### src/rtl/mem_traffic_pkg.sv
// Shared types and the address-derived line pattern used by the DDR2 traffic generator.
package mem_traffic_pkg;

  typedef enum logic [2:0] {
    ST_IDLE   = 3'd0,
    ST_WRITE  = 3'd1,
    ST_WDRAIN = 3'd2,
    ST_READ   = 3'd3,
    ST_RDRAIN = 3'd4
  } state_t;

  localparam int LANE_WIDTH    = 32;
  localparam int NUM_LANES     = 4;
  localparam int LINE_WIDTH    = LANE_WIDTH * NUM_LANES;
  localparam int PATTERN_ADX_W = 24;
  localparam int PASS_TAG_W    = 8;

  // Lane k carries {pass ^ k, adx}; the lane index makes a lane swap visible.
  function automatic logic [LINE_WIDTH-1:0] line_pattern(
    input logic [PATTERN_ADX_W-1:0] adx,
    input logic [PASS_TAG_W-1:0]    pass
  );
    logic [LINE_WIDTH-1:0] pat;
    pat = '0;
    for (int k = 0; k < NUM_LANES; k++) begin
      pat[k*LANE_WIDTH +: LANE_WIDTH] = {pass ^ PASS_TAG_W'(k), adx};
    end
    return pat;
  endfunction

endpackage

### src/rtl/return_checker.sv
// Read-return consumer: pops the return buffer at most every other cycle and
// checks each line against the expected pattern and the legal address window.
module return_checker
  import mem_traffic_pkg::*;
#(
  parameter int                    ADDR_WIDTH  = 27,
  parameter int                    DATA_WIDTH  = 128,
  parameter logic [ADDR_WIDTH-1:0] BASE_ADX    = '0,
  parameter int                    ADDR_STRIDE = 16,
  parameter int                    NUM_LINES   = 1024
) (
  input  logic                  clk,
  input  logic                  resetn,
  input  logic                  has_return_data,
  input  logic [DATA_WIDTH-1:0] return_data,
  input  logic [ADDR_WIDTH-1:0] return_adx,
  input  logic [PASS_TAG_W-1:0] pass_tag,
  output logic                  get_return_data,
  output logic                  pop,
  output logic [15:0]           error_count,
  output logic                  error_flag
);

  localparam logic [ADDR_WIDTH-1:0] STRIDE_A = ADDR_WIDTH'(ADDR_STRIDE);
  localparam logic [ADDR_WIDTH-1:0] SPAN_A   = ADDR_WIDTH'((NUM_LINES - 1) * ADDR_STRIDE);

  logic                  borrow_s;
  logic [ADDR_WIDTH-1:0] offset_s;
  logic                  in_range_s;
  logic                  aligned_s;
  logic [DATA_WIDTH-1:0] expected_s;
  logic                  mismatch_s;

  // Borrow from the base subtraction flags addresses below the window.
  always_comb begin
    {borrow_s, offset_s} = {1'b0, return_adx} - {1'b0, BASE_ADX};
    in_range_s = !borrow_s && (offset_s <= SPAN_A);
    aligned_s  = ((offset_s % STRIDE_A) == '0);
    expected_s = line_pattern(return_adx[PATTERN_ADX_W-1:0], pass_tag);
    mismatch_s = (return_data != expected_s) || !in_range_s || !aligned_s;
  end

  assign pop = get_return_data;

  // Pop pulse with a forced low cycle, and the registered compare result.
  always_ff @(posedge clk or negedge resetn) begin
    if (!resetn) begin
      get_return_data <= 1'b0;
      error_count     <= 16'd0;
      error_flag      <= 1'b0;
    end else begin
      get_return_data <= has_return_data && !get_return_data;
      if (get_return_data && mismatch_s) begin
        error_flag <= 1'b1;
        if (error_count != 16'hFFFF) begin
          error_count <= error_count + 16'd1;
        end
      end
    end
  end

endmodule

### src/rtl/mem_traffic_gen.sv
// DDR2 path traffic source: writes a pattern over a window, drains, reads it
// back under an outstanding-read cap, and counts completed passes.
module mem_traffic_gen
  import mem_traffic_pkg::*;
#(
  parameter int                    ADDR_WIDTH      = 27,
  parameter int                    DATA_WIDTH      = 128,
  parameter logic [ADDR_WIDTH-1:0] BASE_ADX        = '0,
  parameter int                    ADDR_STRIDE     = 16,
  parameter int                    NUM_LINES       = 1024,
  parameter int                    MAX_OUTSTANDING = 16
) (
  input  logic                  clk,
  input  logic                  resetn,
  input  logic                  enable,
  input  logic                  write_allowed,
  input  logic                  read_allowed,
  input  logic                  writes_pending,
  input  logic                  reads_pending,
  output logic                  write_req,
  output logic                  read_req,
  output logic [ADDR_WIDTH-1:0] tr_adx,
  output logic [DATA_WIDTH-1:0] tr_wr_data,
  input  logic                  has_return_data,
  input  logic [DATA_WIDTH-1:0] return_data,
  input  logic [ADDR_WIDTH-1:0] return_adx,
  output logic                  get_return_data,
  output logic                  busy,
  output logic [15:0]           pass_count,
  output logic [15:0]           error_count,
  output logic                  error_flag
);

  localparam int IDX_W = (NUM_LINES > 1) ? $clog2(NUM_LINES) : 1;
  localparam int OUT_W = $clog2(MAX_OUTSTANDING + 1);
  localparam logic [IDX_W-1:0]      LAST_IDX = IDX_W'(NUM_LINES - 1);
  localparam logic [OUT_W-1:0]      OUT_MAX  = OUT_W'(MAX_OUTSTANDING);
  localparam logic [ADDR_WIDTH-1:0] STRIDE_A = ADDR_WIDTH'(ADDR_STRIDE);

  state_t                state_r;
  logic [IDX_W-1:0]      idx_r;
  logic                  enable_r;
  logic [OUT_W-1:0]      outstanding_r;
  logic [OUT_W-1:0]      outstanding_next_s;
  logic                  pop_s;
  logic                  wr_accept_s;
  logic                  rd_accept_s;
  logic [ADDR_WIDTH-1:0] next_adx_s;
  logic [15:0]           next_pass_s;
  logic                  unused_s;

  assign unused_s = reads_pending;

  return_checker #(
    .ADDR_WIDTH  (ADDR_WIDTH),
    .DATA_WIDTH  (DATA_WIDTH),
    .BASE_ADX    (BASE_ADX),
    .ADDR_STRIDE (ADDR_STRIDE),
    .NUM_LINES   (NUM_LINES)
  ) u_return_checker (
    .clk             (clk),
    .resetn          (resetn),
    .has_return_data (has_return_data),
    .return_data     (return_data),
    .return_adx      (return_adx),
    .pass_tag        (pass_count[PASS_TAG_W-1:0]),
    .get_return_data (get_return_data),
    .pop             (pop_s),
    .error_count     (error_count),
    .error_flag      (error_flag)
  );

  // Handshake decode and next outstanding count; a pop with nothing in flight is ignored.
  always_comb begin
    wr_accept_s = write_req && write_allowed;
    rd_accept_s = read_req && read_allowed;
    next_adx_s  = tr_adx + STRIDE_A;
    next_pass_s = pass_count + 16'd1;
    if (rd_accept_s && !(pop_s && (outstanding_r != '0))) begin
      outstanding_next_s = outstanding_r + OUT_W'(1);
    end else if (!rd_accept_s && pop_s && (outstanding_r != '0)) begin
      outstanding_next_s = outstanding_r - OUT_W'(1);
    end else begin
      outstanding_next_s = outstanding_r;
    end
  end

  // Reads issued but not yet popped.
  always_ff @(posedge clk or negedge resetn) begin
    if (!resetn) begin
      outstanding_r <= '0;
    end else begin
      outstanding_r <= outstanding_next_s;
    end
  end

  // Pass sequencer with registered request outputs.
  always_ff @(posedge clk or negedge resetn) begin
    if (!resetn) begin
      state_r    <= ST_IDLE;
      idx_r      <= '0;
      enable_r   <= 1'b0;
      write_req  <= 1'b0;
      read_req   <= 1'b0;
      tr_adx     <= '0;
      tr_wr_data <= '0;
      busy       <= 1'b0;
      pass_count <= 16'd0;
    end else begin
      enable_r <= enable;
      case (state_r)
        ST_IDLE: begin
          if (enable_r) begin
            state_r    <= ST_WRITE;
            idx_r      <= '0;
            tr_adx     <= BASE_ADX;
            tr_wr_data <= line_pattern(BASE_ADX[PATTERN_ADX_W-1:0], pass_count[PASS_TAG_W-1:0]);
            write_req  <= 1'b1;
            busy       <= 1'b1;
          end
        end
        ST_WRITE: begin
          if (wr_accept_s) begin
            if (idx_r == LAST_IDX) begin
              state_r   <= ST_WDRAIN;
              write_req <= 1'b0;
            end else begin
              idx_r      <= idx_r + IDX_W'(1);
              tr_adx     <= next_adx_s;
              tr_wr_data <= line_pattern(next_adx_s[PATTERN_ADX_W-1:0], pass_count[PASS_TAG_W-1:0]);
            end
          end
        end
        ST_WDRAIN: begin
          if (!writes_pending) begin
            state_r  <= ST_READ;
            idx_r    <= '0;
            tr_adx   <= BASE_ADX;
            read_req <= (outstanding_next_s < OUT_MAX);
          end
        end
        ST_READ: begin
          if (rd_accept_s && (idx_r == LAST_IDX)) begin
            state_r  <= ST_RDRAIN;
            read_req <= 1'b0;
          end else begin
            if (rd_accept_s) begin
              idx_r  <= idx_r + IDX_W'(1);
              tr_adx <= next_adx_s;
            end
            read_req <= (outstanding_next_s < OUT_MAX);
          end
        end
        ST_RDRAIN: begin
          if (outstanding_r == '0) begin
            pass_count <= next_pass_s;
            if (enable_r) begin
              state_r    <= ST_WRITE;
              idx_r      <= '0;
              tr_adx     <= BASE_ADX;
              tr_wr_data <= line_pattern(BASE_ADX[PATTERN_ADX_W-1:0], next_pass_s[PASS_TAG_W-1:0]);
              write_req  <= 1'b1;
            end else begin
              state_r <= ST_IDLE;
              busy    <= 1'b0;
            end
          end
        end
        default: begin
          state_r   <= ST_IDLE;
          write_req <= 1'b0;
          read_req  <= 1'b0;
          busy      <= 1'b0;
        end
      endcase
    end
  end

endmodule

### config.mk
export PLATFORM = sky130hd
export DESIGN_NAME = mem_traffic_gen
export DESIGN_NICKNAME = d
export VERILOG_FILES = /design/src/rtl/mem_traffic_pkg.sv /design/src/rtl/return_checker.sv /design/src/rtl/mem_traffic_gen.sv
export SDC_FILE = /design/constraint.sdc
export NUM_CORES = 1
export LEC_CHECK = 0
export ABC_AREA = 1
export CORE_ASPECT_RATIO = 1.5
export CORE_MARGIN = 2
export CORE_UTILIZATION = 48
export CTS_CLUSTER_DIAMETER = 120
export CTS_CLUSTER_SIZE = 40
export DETAILED_ROUTE_END_ITERATION = 10
export GPL_ROUTABILITY_DRIVEN = 1
export PLACE_DENSITY = 0.87
export SLEW_MARGIN = 5
export SYNTH_ARGS = -nofsm -noshare
export SYNTH_HDL_FRONTEND = slang
export SYNTH_HIERARCHICAL = 1
export SYNTH_SLANG_ARGS = --single-unit
export TNS_END_PERCENT = 1
### constraint.sdc
create_clock -name clk -period 4.95 [get_ports clk]
set_input_delay 0.495 -clock clk [delete_from_list [all_inputs] [get_ports clk]]
set_output_delay 0.495 -clock clk [all_outputs]
set_load 0.01 [all_outputs]
# Word level (Yosys, flattened, before mapping)
# Cells that the tools add are included.
[classes] n_addsub=6 n_lt_le_gt_ge=2 eq_ne=18 n_mux=44 bitwise_logic=9 n_reduce_logical=33
[ops] op="2-to-1 mux 128 bit" n=5
[ops] op="case mux 128 bit (3 select lines)" n=1
[ops] op="2-to-1 mux 27 bit" n=7
[ops] op="case mux 27 bit (5 select lines)" n=1
[ops] op="!= test 128 bit" n=1
[ops] op="2-to-1 mux 10 bit" n=7
[ops] op="case mux 10 bit (5 select lines)" n=1
[ops] op="adder 16 x 1 -> 16 bit, second input constant" n=2
[ops] op="adder 27 x 5 -> 27 bit, second input constant" n=1
[ops] op="less-or-equal comparator 27 x 14 -> 1 bit, second input constant" n=1
[ops] op="logical NOT 27 bit" n=1
[ops] op="!= test 2 bit, second input constant" n=11
[ops] op="2-to-1 mux 3 bit" n=6
[ops] op="!= test 16 bit, second input constant" n=1
[ops] op="case mux 3 bit (5 select lines)" n=1
[ops] op="AND reduction 6 bit" n=2
[ops] op="adder 10 x 1 -> 10 bit, second input constant" n=1
[ops] op="== test 10 bit, second input constant" n=1
[ops] op="2-to-1 mux 1 bit" n=10
[ops] op="2-to-1 mux 5 bit" n=2
[ops] op="nonzero test 5 bit" n=2
[ops] op="logical AND 1 bit" n=9
[ops] op="AND reduction 4 bit" n=2
[ops] op="inverter 1 bit" n=7
[ops] op="other kinds (18)" n=29
[totals] reg_bits=211 inputBits=163 out_inout_bits=192 elab_cells=125

# Longest topological paths before layout
[logic_depth] word_depth=9 depth_mapped=16 depth_no_buf=14

# By module
# Netlist, hierarchy kept.
[modules_own_cells] module="mem_traffic_gen" instances=1 cells_each=771 area_per_inst_um2=5724.2 seq_area_each_um2=2302.2
[modules_own_cells] module="return_checker" instances=1 cells_each=588 area_per_inst_um2=3190.6 seq_area_each_um2=450.4

# Worst setup path after synthesis
# Ideal clock, no wire load.
[synth_path] kind="register to register" start="register u_return_checker.error_count[0]" end="register u_return_checker.error_count[5]" setup_ps=117 arrival_ps=1719 t_required_ps=4833 setup_slack_ps=3114 path_stages_with_launch=12 path_buffers=1 synth_period_minus_slack_ps=1836 cell_sequence="dfrtp_1 ha_1 nand3_1 nor2_1 nand2_1 nor2_2 nand3_1 inv_1 nand4_4 buf_2 nand4_1 nand2_1"
[synth_between] elab_chain_cells=2 word_cells_on_any_way=3 classes_between="1 x add/sub; 1 x eq/ne; 1 x reduce/logical"
[synth_rtl] element="start, declared" line_no="return_checker.sv:20" source="output logic [15:0] error_count,"
[synth_rtl] element="start signal, assigned" line_no="return_checker.sv:56" source="error_count <= error_count + 16'd1;"
[synth_rtl] element="parallel branches: the longest is 2 deep, another holds adder 16 x 1 -> 16 bit"
# Several ways; the timed one is not identified.
# A chain may end at the register's enable or synchronous reset.

# Final worst setup path
[layout_path] start="register state_r[2]" end="register tr_wr_data[126]"
[layout_between] elab_chain_cells=3 word_cells_on_any_way=11 classes_between="7 x eq/ne; 1 x mux; 3 x reduce/logical"
[layout_rtl] element="start, declared" line_no="mem_traffic_gen.sv:40" source="state_t state_r;"
[layout_rtl] element="start signal, assigned" line_no="mem_traffic_gen.sv:100" source="state_r <= ST_IDLE;"
[layout_rtl] element="start signal, assigned" line_no="mem_traffic_gen.sv:114" source="state_r <= ST_WRITE;"
[layout_rtl] element="start signal, assigned" line_no="mem_traffic_gen.sv:125" source="state_r <= ST_WDRAIN;"
[layout_rtl] element="== test 3 bit (tied with other cells)" line_no="mem_traffic_gen.sv:111" source="case (state_r)"
[layout_rtl] element="!= test 2 bit (no source line) or nonzero test 3 bit (tied branches)"
[layout_rtl] element="AND reduction 6 bit (no source line)"
[layout_rtl] element="end signal, assigned" line_no="mem_traffic_gen.sv:117" source="tr_wr_data <= line_pattern(BASE_ADX[PATTERN_ADX_W-1:0], pass_count[PASS_TAG_W-1:0]);"
[layout_rtl] element="end signal, assigned" line_no="mem_traffic_gen.sv:130" source="tr_wr_data <= line_pattern(next_adx_s[PATTERN_ADX_W-1:0], pass_count[PASS_TAG_W-1:0]);"
[layout_rtl] element="end signal, assigned" line_no="mem_traffic_gen.sv:161" source="tr_wr_data <= line_pattern(BASE_ADX[PATTERN_ADX_W-1:0], next_pass_s[PASS_TAG_W-1:0]);"
[layout_rtl] element="end, declared" line_no="mem_traffic_gen.sv:23" source="output logic [DATA_WIDTH-1:0] tr_wr_data,"
# Several ways; a longest one is shown, not always the timed one.

==> run_results.csv <==
group,metric,value,unit
floorplan,fp.dieW,115,um
pwr,total_power,3.24,mW
synth,syn_area,0.00891,mm^2
synth,synth_largest_area_cell,"dfrtp_1",
floorplan,die_y,171,um
final_layout,nNetsFinal,1757,
clock_network,clk_latency,0.35,ns
synth,syn-instance-count,1359,
drt,viasPerCell,5.01,
clock_network,cts_tree,"done",
timing,final.period_utilization,56.2,%
placement,dpl.hpwl,24.3,mm
critical_path,reg2reg_depth,10,
placement,numPlacedInstances,1829,
grt,grt_util_met2,55.2,%
grt,grt_usage,30.7,%
floorplan,pin_count,355,
critical_path,cp_common_cell,"nand2_1",
drt,ant_nets,0,
synth,postSynth.asyncResetShare,100,%
pwr,p_leak,5.33,nW
critical_path,crit_path_end,"tr_wr_data[126]$_DFFE_PN0P_",
critical_path,setup.worst_path.start_class,"register",
clock_network,cts_sinks,110,
timing,slew_viol_final,0,
critical_path,rr_endpoint,"tr_wr_data[126]$_DFFE_PN0P_",
critical_path,path_cells,"inv_1, nand2_2, nor2_4, nand2_1, nand2_1, inv_2, nand3_1, inv_1, nand2_1, nand2_1",
critical_path,critPathTopFamily,"simple AND/OR/NAND/NOR gates",
timing,fmax,360,MHz
drt,vias,9242,
critical_path,arrival,3.03,ns
clock_network,cts.path.max_buffers,2,
clock_network,clk_root_buffer_cell,"clkbuf_16",
critical_path,crit_start,"state_r[2]$_DFFE_PN0P_",
clock_network,ctsResizeCount,0,
drt,drt_iter0_markers,615,
floorplan,coreArea,0.0184,mm^2
timing,finalSetupTns,0,ns
critical_path,slowest_stage,"nand3_1",
placement,portBuffers,349,
synth,synth_edf_count,0,
timing,relSlewSlack,28.9,%
synth,ys_warn_count,6,
floorplan,rows,61,
critical_path,crit_type,"register to register",
final_layout,layout.cells.non_filler,1846,
timing,period_needed,2.78,ns
timing,finalHoldViolations,0,
synth,avgSynthCellArea,6.56,um^2
placement,gp_congestion,0.941,
clock_network,postCtsSetupRepairBufs,0,
synth,synth_top_area_share,30.9,%
drt,dr.pass1.iters,7,
critical_path,r2r_start,"state_r[2]$_DFFE_PN0P_",
pwr,cellPowerDensity,268,mW/mm^2
synth,synth_most_common_cell,"nand2_1",
critical_path,crit_cells,10,
critical_path,critPathMaxFanout,23,
timing,worst_pin_slew,1.07,ns
timing,grt_setup_unrepaired,"no",
clock_network,cts_hold_buf,0,
critical_path,required,5.20,ns
pwr,worst_ir_drop_vdd,0.000348,V
grt,grt_pass1_wl,46.5,mm
grt,grt.met1_usage,33.4,%
floorplan,initial_utilization,48.5,%
grt,grt_max_degree,60,
outcome,status,"complete, no violations",
final_layout,drive_above_1_share,4.65,%
drt,wl_per_cell,16.8,um
critical_path,path_buf_inv,3,
synth,yosysSeqAreaShare,30.9,%
timing,finalSetupViolations,0,
clock_network,htreeDepth,3,
clock_network,path_clk_slew,0.08,ns
grt,grt_pass1_vias,8881,
final_layout,fin_area,0.0121,mm^2
synth,synth_area_leaders,"dfrtp_1, nand2_1, buf_4, xnor2_1, inv_1",
final_layout,syn2layout_area_growth,35.4,%
grt,use_met3,6.91,%
job,max_cap_violations,0,
timing,finalClockSkew,0.0125,ns
grt,busiest_layer,"met2",
synth,ys_types,39,
floorplan,die_area,0.0197,mm^2
worst_hold_path,hp-class,"input port to asynchronous set/reset pin",
critical_path,max_stage_delay,0.68,ns
drt,drc_errors,0,
synth,netlist_top_cells_count,"nand2_1, inv_1, nor2_1",
synth,synth-seq-cells,110,
synth,synthFlopType,"dfrtp_1",
grt,grt_overflow,0,
critical_path,ff2ff_setup_slack,2.17,ns
clock_network,numCtsBuffers,9,
drt,routed_wl,31.0,mm
grt,antenna_found_initial,3,
placement,placed_cell_area,0.0118,mm^2
final_layout,final_util,65.6,%
critical_path,end_kind,"register",
==> through the flow <==
stage | setup slack, ns | hold slack (ns)
CTS | 2.16 | 0.226
global route | 1.96 | 0.262
floorplan | 3.11 | 0.199
finish | 2.17 | 0.191
detailed placement | 2.05 | 0.453
global placement | 2.08 | 0.439
==> power by group <==
group / total [mW] / switching (mW) / internal (mW)
clock network: 0.715 / 0.361 / 0.354
logic: 1.37 / 0.811 / 0.558
registers: 1.15 / 0.154 / 1.00
==> per-layer routing <==
metal / vias up / routed length [um] / part of all wire, %
met5: - / 30 / 0.097
met4: 4 / 1480 / 4.8
met3: 80 / 2360 / 7.6
met2: 394 / 15700 / 51
met1: 4209 / 11400 / 37
li1: 4555 / - / -
==> how the worst min path moves through the flow <==
stage / start / end / slack [ns] / cells past startpoint
after detailed placement: u_return_checker/error_flag$_DFFE_PN0P_ / u_return_checker/error_flag$_DFFE_PN0P_ / 0.45 / 1
after global routing: resetn / tr_adx[19]$_DFFE_PN0P_ / 0.26 / 1
after CTS: resetn / tr_adx[19]$_DFFE_PN0P_ / 0.23 / 1
after floorplan: resetn / busy$_DFFE_PN0P_ / 0.20 / 0
final: resetn / tr_adx[19]$_DFFE_PN0P_ / 0.19 / 1
after global placement: u_return_checker/error_flag$_DFFE_PN0P_ / u_return_checker/error_flag$_DFFE_PN0P_ / 0.44 / 1
==> flip-flops by register name (all words and copies together) (netlist names), 3 cells and up <==
| name | flops |
|---|---|
| tr_adx | 23 |
| outstanding_r | 5 |
| u_return_checker/error_count | 16 |
| state_r | 3 |
| pass_count | 16 |
| idx_r | 10 |
| tr_wr_data | 31 |
==> layout make-up <==
cell class,count,area (um^2)
fillers,1627,6320
multi-input cells,954,4600
repair buffers,351,3510
flip-flops and latches,110,2750
inverters,162,608
well taps,252,315
clock buffers,9,225
clock inverters,7,65.1
diodes,1,2.50
==> cells by family after synthesis <==
kind of cell               after synthesis  synth area share (%)
and+or+nand+nor                        744                  35.1
other                                    1                0.0421
AOI/OAI and AO/OA                      106                  6.26
xor gates and xnor gates                94                  9.24
DFF                                    110                  30.9
adders and majority gates                6                 0.842
buffers and inverters                  298                  17.7
==> cells in the final DEF, fill, tap and decap left out, drive strengths merged, types with 8 or more instances in the layout <==
cell type / n
clkinv: 9
clkdlybuf4s50: 348
dfrtp: 110
a21oi: 9
nand3: 60
xnor2: 64
nand2: 483
o22ai: 8
xor2: 30
nor2: 135
nand4: 43
inv: 160
or2: 10
o21ai: 87
clkbuf: 9
nor3: 10
No activity file was read; power rests on OpenSTA's default activity.
